`config.mk`:
```
export PLATFORM = sky130hd
export DESIGN_NAME = seg7_scan_driver
export DESIGN_NICKNAME = d
export VERILOG_FILES = /design/src/rtl/seg7_pkg.sv /design/src/rtl/seg7_hex_rom.sv /design/src/rtl/seg7_scan_driver.sv
export SDC_FILE = /design/constraint.sdc
export NUM_CORES = 1
export LEC_CHECK = 0
export CAP_MARGIN = 0
export CORE_MARGIN = 2
export CORE_UTILIZATION = 40
export DETAILED_ROUTE_END_ITERATION = 7
export PLACE_DENSITY = 0.6
export SLEW_MARGIN = 25
export SYNTH_ARGS = -nofsm -noshare
export SYNTH_HDL_FRONTEND = slang
export SYNTH_SLANG_ARGS = --single-unit
```
`constraint.sdc`:
```
create_clock -name clk -period 3.12 [get_ports clk]
set_clock_uncertainty 0.2 [all_clocks]
set_input_delay 0.624 -clock clk [delete_from_list [all_inputs] [get_ports clk]]
set_output_delay 0.624 -clock clk [all_outputs]
set_load 0.02 [all_outputs]
```
`src/rtl/seg7_pkg.sv`:
```
// Shared constants for the multiplexed 7-segment scanner: segment encodings and a width helper.
package seg7_pkg;

    localparam logic [7:0] SEG_OFF = 8'hFF;

    // {a,b,c,d,e,f,g,dp}, active-low; the dp column is replaced by the per-digit mask downstream
    localparam logic [7:0] SEG_HEX [16] = '{
        8'b00000011, 8'b10011111, 8'b00100101, 8'b00001101,
        8'b10011001, 8'b01001001, 8'b01000001, 8'b00011011,
        8'b00000001, 8'b00001001, 8'b00010001, 8'b11000001,
        8'b01100011, 8'b10000101, 8'b01100001, 8'b01110001
    };

    function automatic int clog2_min1(input int n);
        return (n <= 2) ? 1 : $clog2(n);
    endfunction

endpackage

```
`src/rtl/seg7_hex_rom.sv`:
```
// Combinational nibble to active-low a..g segment pattern.
module seg7_hex_rom
    import seg7_pkg::*;
(
    input  logic [3:0] nibble,
    output logic [6:0] seg
);

    assign seg = SEG_HEX[nibble][7:1];

endmodule

```
`src/rtl/seg7_scan_driver.sv`:
```
// Multiplexed 7-segment driver: digit scan with blanking gap, paged frame-synchronous snapshot,
// leading-zero suppression and decimal points.
module seg7_scan_driver
    import seg7_pkg::*;
#(
    parameter int DIGITS    = 4,
    parameter int PAGES     = 2,
    parameter int SCAN_DIV  = 100000,
    parameter int BLANK_CYC = 2,
    parameter int PAGE_DIV  = 100000000
) (
    input  logic                         clk,
    input  logic                         rst,
    input  logic [4*DIGITS*PAGES-1:0]    in_data,
    input  logic                         page_auto,
    input  logic [clog2_min1(PAGES)-1:0] page_sel,
    input  logic                         hold,
    input  logic                         blank_lz,
    input  logic [DIGITS-1:0]            dp_mask,
    output logic [DIGITS-1:0]            sel,
    output logic [7:0]                   out_data,
    output logic [clog2_min1(PAGES)-1:0] page_idx
);

    localparam int CW = clog2_min1(SCAN_DIV);
    localparam int DW = clog2_min1(DIGITS);
    localparam int PW = clog2_min1(PAGES);
    localparam int QW = clog2_min1(PAGE_DIV);
    localparam int NW = 4 * DIGITS;

    localparam logic [CW-1:0] CNT_LAST  = CW'(SCAN_DIV - 1);
    localparam logic [CW-1:0] BLANK_END = CW'(BLANK_CYC);
    localparam logic [DW-1:0] DIG_LAST  = DW'(DIGITS - 1);
    localparam logic [PW-1:0] PAGE_LAST = PW'(PAGES - 1);
    localparam logic [QW-1:0] PCNT_LAST = QW'(PAGE_DIV - 1);

    logic [CW-1:0]     cnt_reg;
    logic [DW-1:0]     digit_reg;
    logic [PW-1:0]     page_reg;
    logic [PW-1:0]     page_next;
    logic [PW-1:0]     page_clamped;
    logic [QW-1:0]     pcnt_reg;
    logic              page_pend_reg;
    logic              page_pend_next;
    logic [NW-1:0]     snap_reg;
    logic              load_pend_reg;
    logic [DIGITS-1:0] sel_reg;
    logic [DIGITS-1:0] sel_next;
    logic [7:0]        seg_reg;
    logic [7:0]        seg_next;

    logic              cnt_wrap;
    logic              frame_end;
    logic              pcnt_wrap;
    logic              dig_blank;
    logic [6:0]        rom_seg;

    // Per-page and per-digit views padded to a power of two, so indexing never leaves the array
    logic [NW-1:0]     page_data [2**PW];
    logic [3:0]        nib       [2**DW];
    logic              zero_from [2**DW];
    logic [2**DW-1:0]  dp_ext;
    logic [DIGITS-1:0] sel_on;

    assign cnt_wrap  = (cnt_reg == CNT_LAST);
    assign frame_end = cnt_wrap && (digit_reg == DIG_LAST);
    assign pcnt_wrap = (pcnt_reg == PCNT_LAST);

    genvar gi;
    generate
        for (gi = 0; gi < 2**PW; gi++) begin : g_page
            if (gi < PAGES) begin : g_real
                assign page_data[gi] = in_data[gi*NW +: NW];
            end else begin : g_pad
                assign page_data[gi] = '0;
            end
        end

        for (gi = 0; gi < 2**DW; gi++) begin : g_nib
            if (gi < DIGITS) begin : g_real
                assign nib[gi]    = snap_reg[gi*4 +: 4];
                assign dp_ext[gi] = dp_mask[gi];
            end else begin : g_pad
                assign nib[gi]    = 4'h0;
                assign dp_ext[gi] = 1'b0;
            end
        end

        // zero_from[k]: nibbles k and above are all zero (pad nibbles count as zero)
        for (gi = 0; gi < 2**DW; gi++) begin : g_lz
            if (gi == 2**DW - 1) begin : g_top
                assign zero_from[gi] = (nib[gi] == 4'h0);
            end else begin : g_chain
                assign zero_from[gi] = (nib[gi] == 4'h0) && zero_from[gi+1];
            end
        end

        for (gi = 0; gi < DIGITS; gi++) begin : g_sel
            assign sel_on[gi] = (digit_reg == DW'(DIGITS - 1 - gi));
        end
    endgenerate

    always_ff @(posedge clk or posedge rst) begin
        if (rst) begin
            cnt_reg   <= '0;
            digit_reg <= '0;
            pcnt_reg  <= '0;
        end else begin
            cnt_reg  <= cnt_wrap ? '0 : cnt_reg + 1'b1;
            pcnt_reg <= pcnt_wrap ? '0 : pcnt_reg + 1'b1;
            if (cnt_wrap) begin
                digit_reg <= (digit_reg == DIG_LAST) ? '0 : digit_reg + 1'b1;
            end
        end
    end

    always_comb begin
        page_clamped = (page_sel > PAGE_LAST) ? PAGE_LAST : page_sel;
        page_next    = page_reg;
        if (frame_end) begin
            if (page_auto) begin
                if (page_pend_reg) begin
                    page_next = (page_reg == PAGE_LAST) ? '0 : page_reg + 1'b1;
                end
            end else begin
                page_next = page_clamped;
            end
        end
        if (PAGES == 1) begin
            page_next = '0;
        end

        // Any number of wraps between frame boundaries collapses into one pending advance
        page_pend_next = page_pend_reg;
        if (!page_auto) begin
            page_pend_next = 1'b0;
        end else if (pcnt_wrap) begin
            page_pend_next = 1'b1;
        end else if (frame_end) begin
            page_pend_next = 1'b0;
        end
    end

    always_ff @(posedge clk or posedge rst) begin
        if (rst) begin
            page_reg      <= '0;
            page_pend_reg <= 1'b0;
            snap_reg      <= '0;
            load_pend_reg <= 1'b1;
        end else begin
            page_reg      <= page_next;
            page_pend_reg <= page_pend_next;
            load_pend_reg <= 1'b0;
            if (load_pend_reg) begin
                snap_reg <= page_data[0];
            end else if (frame_end && !hold) begin
                snap_reg <= page_data[page_next];
            end
        end
    end

    seg7_hex_rom u_rom (
        .nibble (nib[digit_reg]),
        .seg    (rom_seg)
    );

    always_comb begin
        dig_blank = blank_lz && (digit_reg != '0) && zero_from[digit_reg];
        sel_next  = ~sel_on;
        seg_next  = {dig_blank ? 7'h7F : rom_seg, ~dp_ext[digit_reg]};
        if (cnt_reg < BLANK_END) begin
            sel_next = '1;
            seg_next = SEG_OFF;
        end
    end

    always_ff @(posedge clk or posedge rst) begin
        if (rst) begin
            sel_reg <= '1;
            seg_reg <= SEG_OFF;
        end else begin
            sel_reg <= sel_next;
            seg_reg <= seg_next;
        end
    end

    assign sel      = sel_reg;
    assign out_data = seg_reg;
    assign page_idx = page_reg;

endmodule

```
Yosys cells after proc, flatten, opt, wreduce, memory -nomap -nowiden
Memories as Yosys holds them, arrays and structs flattened. Index checks and enable logic that the tools add are counted.

Flip-flop bits (word level): 77. Bits in read-only memories: 128. Bits of input ports: 42. Output and inout bits: 13. Memories: 1.

Memories: (name not given) (depth 16, bits a word 8, read ports 1, clocked after memory_dff 0, wr ports 0, RTL line seg7_hex_rom.sv:9) `assign seg = SEG_HEX[nibble][7:1];`.

Add/subtract/negate cells: 4. Magnitude comparators: 6. Equal/unequal tests: 6. Multiplexer cells: 29. Bitwise gates (word level): 5. Reduce and logical (&&, ||, !) cells: 15.

Operators by type and width (count): 2-to-1 mux 16 bit (5); adder 27 x 1 -> 27 bit (second input constant) (1); == test 27 bit (second input constant) (1); 2-to-1 mux 27 bit (1); 2-to-1 mux 8 bit (3); adder 17 x 1 -> 17 bit (second input constant) (1); == test 17 bit (second input constant) (1); less-than comparator 17 x 2 -> 1 bit (second input constant) (1); 2-to-1 mux 17 bit (1); zero test 4 bit (4); 2-to-1 mux 4 bit (3); 2-to-1 mux 1 bit (11); binary-select mux 4 bit (select 2 bit) (1); logical AND 1 bit (7); 2-to-1 mux 7 bit (1); >= comparator 5 bit (second input constant) (1); inverter 4 -> 5 bit (1); binary-select mux 1 bit (select 2 bit) (2); == test 2 bit (second input constant) (2); inverter 4 bit (1); nonzero test 2 bit (2); >= comparator 3 bit (second input constant) (1); less-than comparator 2 x 3 -> 1 bit (second input constant) (1); inequality test 3 x 1 -> 1 bit (second input constant) (1); other kinds (11) (11).

Logic depth before layout (Yosys ltp)
Depth in word-level cells: 11. Gate-level depth with buffers: 8. Depth with buffers taken out: 7.

Modules after synthesis
From an unflattened synthesis, not the netlist that was laid out.

Cells, all modules: 408. Area total of the unflattened synthesis: 4169.0 sq um.

Modules (own cells, without submodules): seg7_scan_driver (instances 1, cells an instance 376, area an instance 3902.5 sq um, seq. area each 1943.1 sq um); seg7_hex_rom (instances 1, cells an instance 32, area an instance 266.5 sq um, seq. area each 0.0 sq um).

Least setup slack after synthesis
No wires, ideal clock.

Kind: register to register. Start point: register cnt_reg[6]. End point: register snap_reg[0]. Library setup time: 0.123 ns. Data arrival time: 2.144 ns. Required time: 2.797 ns. Setup slack: 0.653 ns. Cell stages (with the launch flop): 7. Buffers on the path: 1. Cell sequence: dfrtp_1 > or4_4 > or4_4 > nor2_8 > nand4b_4 > buf_6 > o221a_1.

Word-level cells in the longest chain between the ends: 9. Elaborated cells between the ends (all ways): 11. Classes of those cells: eq/ne: 1; mux: 6; bitwise: 1; reduce/logical: 3.

Ends and longest elaborated chain: from (decl) (RTL line seg7_scan_driver.sv:37) `logic [CW-1:0] cnt_reg;`; from (signal assigned) (RTL line seg7_scan_driver.sv:109) `cnt_reg <= cnt_wrap ? '0 : cnt_reg + 1'b1;`; == test 17 bit (*) (RTL line seg7_scan_driver.sv:65) `assign cnt_wrap = (cnt_reg == CNT_LAST);`; logical AND 1 bit (*) (RTL line seg7_scan_driver.sv:66) `assign frame_end = cnt_wrap && (digit_reg == DIG_LAST);`; 2-to-1 mux 1 bit (RTL line seg7_scan_driver.sv:120) `if (frame_end) begin`; inverter 1 -> 2 bit (implied by the code) (RTL line seg7_scan_driver.sv:157) `snap_reg <= page_data[page_next];`; 2-to-1 mux 16 bit (implied by the code) (3 in a row) (RTL line seg7_scan_driver.sv:157); 2-to-1 mux 16 bit (RTL line seg7_scan_driver.sv:156) `end else if (frame_end && !hold) begin`; 2-to-1 mux 16 bit (RTL line seg7_scan_driver.sv:154) `if (load_pend_reg) begin`; to (signal assigned) (RTL line seg7_scan_driver.sv:155) `snap_reg <= page_data[0];`; to (signal assigned) (RTL line seg7_scan_driver.sv:157); to (decl) (RTL line seg7_scan_driver.sv:45) `logic [NW-1:0] snap_reg;`.

Mark *: on every way between the ends. The rest lies on a longest branch, timed or not. The select of a mux whose other input is x is not followed. A chain may end at the register's enable or synchronous reset.

Worst setup path in the final report
Start point: register cnt_reg[6]. End point: register snap_reg[12].

Same word-level chain as after synthesis.

==> summary.md <==
| Metric | Value |
|---|---|
| Status | finished clean |
| Synthesized Nets | 458 |
| Sequential cell area | 1940 µm² |
| Antenna viol nets, final | 0 |
| Vias in the first global route | 3203 |
| Post-CTS Setup Bufs | 0 |
| Layout cells sized above 1 | 13.1% |
| Largest net degree at the start of global routing | 34 |
| Final wirelength | 9240 µm |
| CTS tree | yes |
| Crit-path max cell delay | 570 ps |
| Post-route cell area | 5110 µm² |
| Crit-path max FO | 16 |
| Worst slew pin tran | 836 ps |
| Vias | 3215 |
| FP Rows | 37 |
| Setup_tns | 0 ps |
| Final Max Tran Viols | 0 |
| Post-synthesis sequential area ratio | 46.6% |
| Final Wtd Congestion | 0.810 |
| Crit end category | flop |
| Worst Path Arrival | 2690 ps |
| Final Critical Period | 2660 ps |
| CP startpoint | cnt_reg[6] |
| Die ar. | 11300 µm² |
| CTS Sinks | 77 |
| Pleak | 2.19 nW |
| Critical-path cell list | or4_4 -> or4_4 -> nor2_8 -> nand4b_4 -> o221a_2 |
| Post-placement cell area | 4900 µm² |
| Fin. Hold Viols | 0 |
| Post-Synthesis Cells | 405 |
| GRT Overall Usage | 17.6% |
| EDFF count, synth | 0 |
| Htree depth | 3 |
| CTS resizes | 0 |
| WS Path Type | reg2reg |
| Main synth FF type | dfrtp_1 |
| Initial DRT Pass Iterations | 5 |
| Initial Util | 40.8% |
| Clk_lat worst skew | 350 ps |
| Inserted Clock Buffers | 9 |
| Min-delay worst type | reg2reg |
| Unrepaired setup endpoints after global routing | false |
| Startpoint types | flop |
| P per Cell Area | 422 nW/µm² |
| Clock transition at the registers of the reported paths | 70 ps |
| Overall die height | 106 µm |
| Post-CTS Hold Buffers | 0 |
| Max stage delay cell, worst path | or4_4 |
| Worst Hold Launch | cnt_reg[0] |
| DP Worst Slack | 461 ps |
| HPWL after DPL | 6790 µm |
| Ys async rst share | 100% |
| Clk buf depth | 2 |
| First-pass GRT wire length | 15700 µm |
| R2r startpoint | cnt_reg[6] |
| CP required | 3150 ps |
| Multi-input logic area | 2110 µm² |
| Commonest cells after routing, fill and taps aside | dfrtp_1 (64), clkdlybuf4s50_1 (54), nor2_1 (52) |
| Area grow syn2layout | 22.5% |
| FILL cells | 946 |
| DR vias/cell | 5.29 |
| # port buffers | 54 |
| DRC violations left | 0 |
| Die X | 106 µm |
| Post-layout util | 50.0% |
| Clk root buf | clkbuf_8 |
| Final worst setup slack | 463 ps |
| Syn Area/Cell | 10.3 µm² |
| Critical Path Most Common Cell | or4_4 |
| Slew Limit Headroom | 43.8% |
| Synthesized flop and latch total | 77 |
| Wire per inst | 15.2 µm |
| Warnings, synthesis | 0 |
| Largest register FFs | 27 |
| GRT Residual Overflow | 0 |
| Most common cell after layout, fill and taps aside | dfrtp_1 |
| Fin crit share | 85.2% |
| Core ar. | 10200 µm² |
| Power Total | 2.16 mW |
| FMAX | 376 MHz |
| Synth unique cells | 55 |
| Maximum vdd drop | 0.291 mV |
| Initial antenna violation count | 0 |
| Top Ports | 55 |
| NumNets Final | 520 |
| Ant. Diodes | 0 |
| Max-cap viol count | 0 |
| Synthesized area | 4170 µm² |
| Final setup viols | 0 |
| Detailed Route Iter0 Violations | 155 |
## logic make-up (layout without fill, tap and decap cells)
group | count (synthesis) | count (layout) | synth area share (%)
adders and majority gates | 11 | 11 | 3.30
other | 1 | 1 | 0.0899
muxes | 11 | 11 | 4.20
DFF | 77 | 77 | 46.6
xor gates and xnor gates | 42 | 42 | 8.82
and+or+nand+nor | 172 | 172 | 22.8
AOI/OAI and AO/OA | 65 | 65 | 11.4
buffers and inverters | 26 | 93 | 2.88
## metrics by stage
step | cells | hold slack (ps)
6_report | 608 | 297
5_1_grt | 608 | 319
4_1_cts | 608 | 299
3_5_place_dp | 592 | 282
3_3_place_gp | 592 | 273
2_1_floorplan | 405 | 242
## cell usage after synthesis (all sizes together), types with 7 or more instances
master,n,area share [%]
a21oi,22,2.6
clkbuf,7,0.63
dfrtp,64,38
dfstp,13,8.2
ha,11,3.3
inv,13,1.2
nand2,26,2.3
nand3,22,2.6
nand4,14,2.1
nor2,53,5.2
nor2b,18,2.7
nor4,9,1.9
o21ai,8,0.96
o221a,16,4.3
xnor2,18,3.8
xor2,24,5.0
## area by class of cell
| cell class | instances | area share [%] |
|---|---|---|
| sequential | 77 | 38.0 |
| inverter | 14 | 1.03 |
| timing repair buffer | 63 | 12.1 |
| multi-input combinational | 302 | 41.3 |
| clock buffer | 10 | 2.50 |
| clock inverter | 6 | 1.74 |
| tap | 136 | 3.33 |
## metal layers
metal / vias up / global-route usage, % / wire length (µm)
met5: - / 0 / 0
met4: 0 / 6.77 / 137
met3: 11 / 2.82 / 269
met2: 60 / 27.6 / 4340
met1: 1567 / 24.5 / 4490
li1: 1577 / - / -
## report_power, final
group          switching, mW  total, mW  internal (mW)
logic                  0.112      0.253          0.141
registers             0.0369       1.08           1.04
clock network          0.375      0.826          0.451
total                  0.524       2.16           1.63
## worst paths after layout
check	to	slack, ps	cells past startpoint
setup / recovery	snap_reg[12]	460	5
hold / removal	cnt_reg[0]	300	1
setup reg to reg	snap_reg[12]	460	5
hold reg to reg	cnt_reg[0]	300	1
max in group asynchronous	load_pend_reg	1730	3
min in group asynchronous	cnt_reg[15]	320	2
## worst max-delay path: cells and delay by family (launching register included)
| family | cells | cell delay, ps |
|---|---|---|
| flip-flops | 1 | 420 |
| AO/OA/AOI/OAI | 1 | 360 |
| AND/OR/NAND/NOR | 4 | 1560 |
No activity file was read; power rests on OpenSTA's default activity.
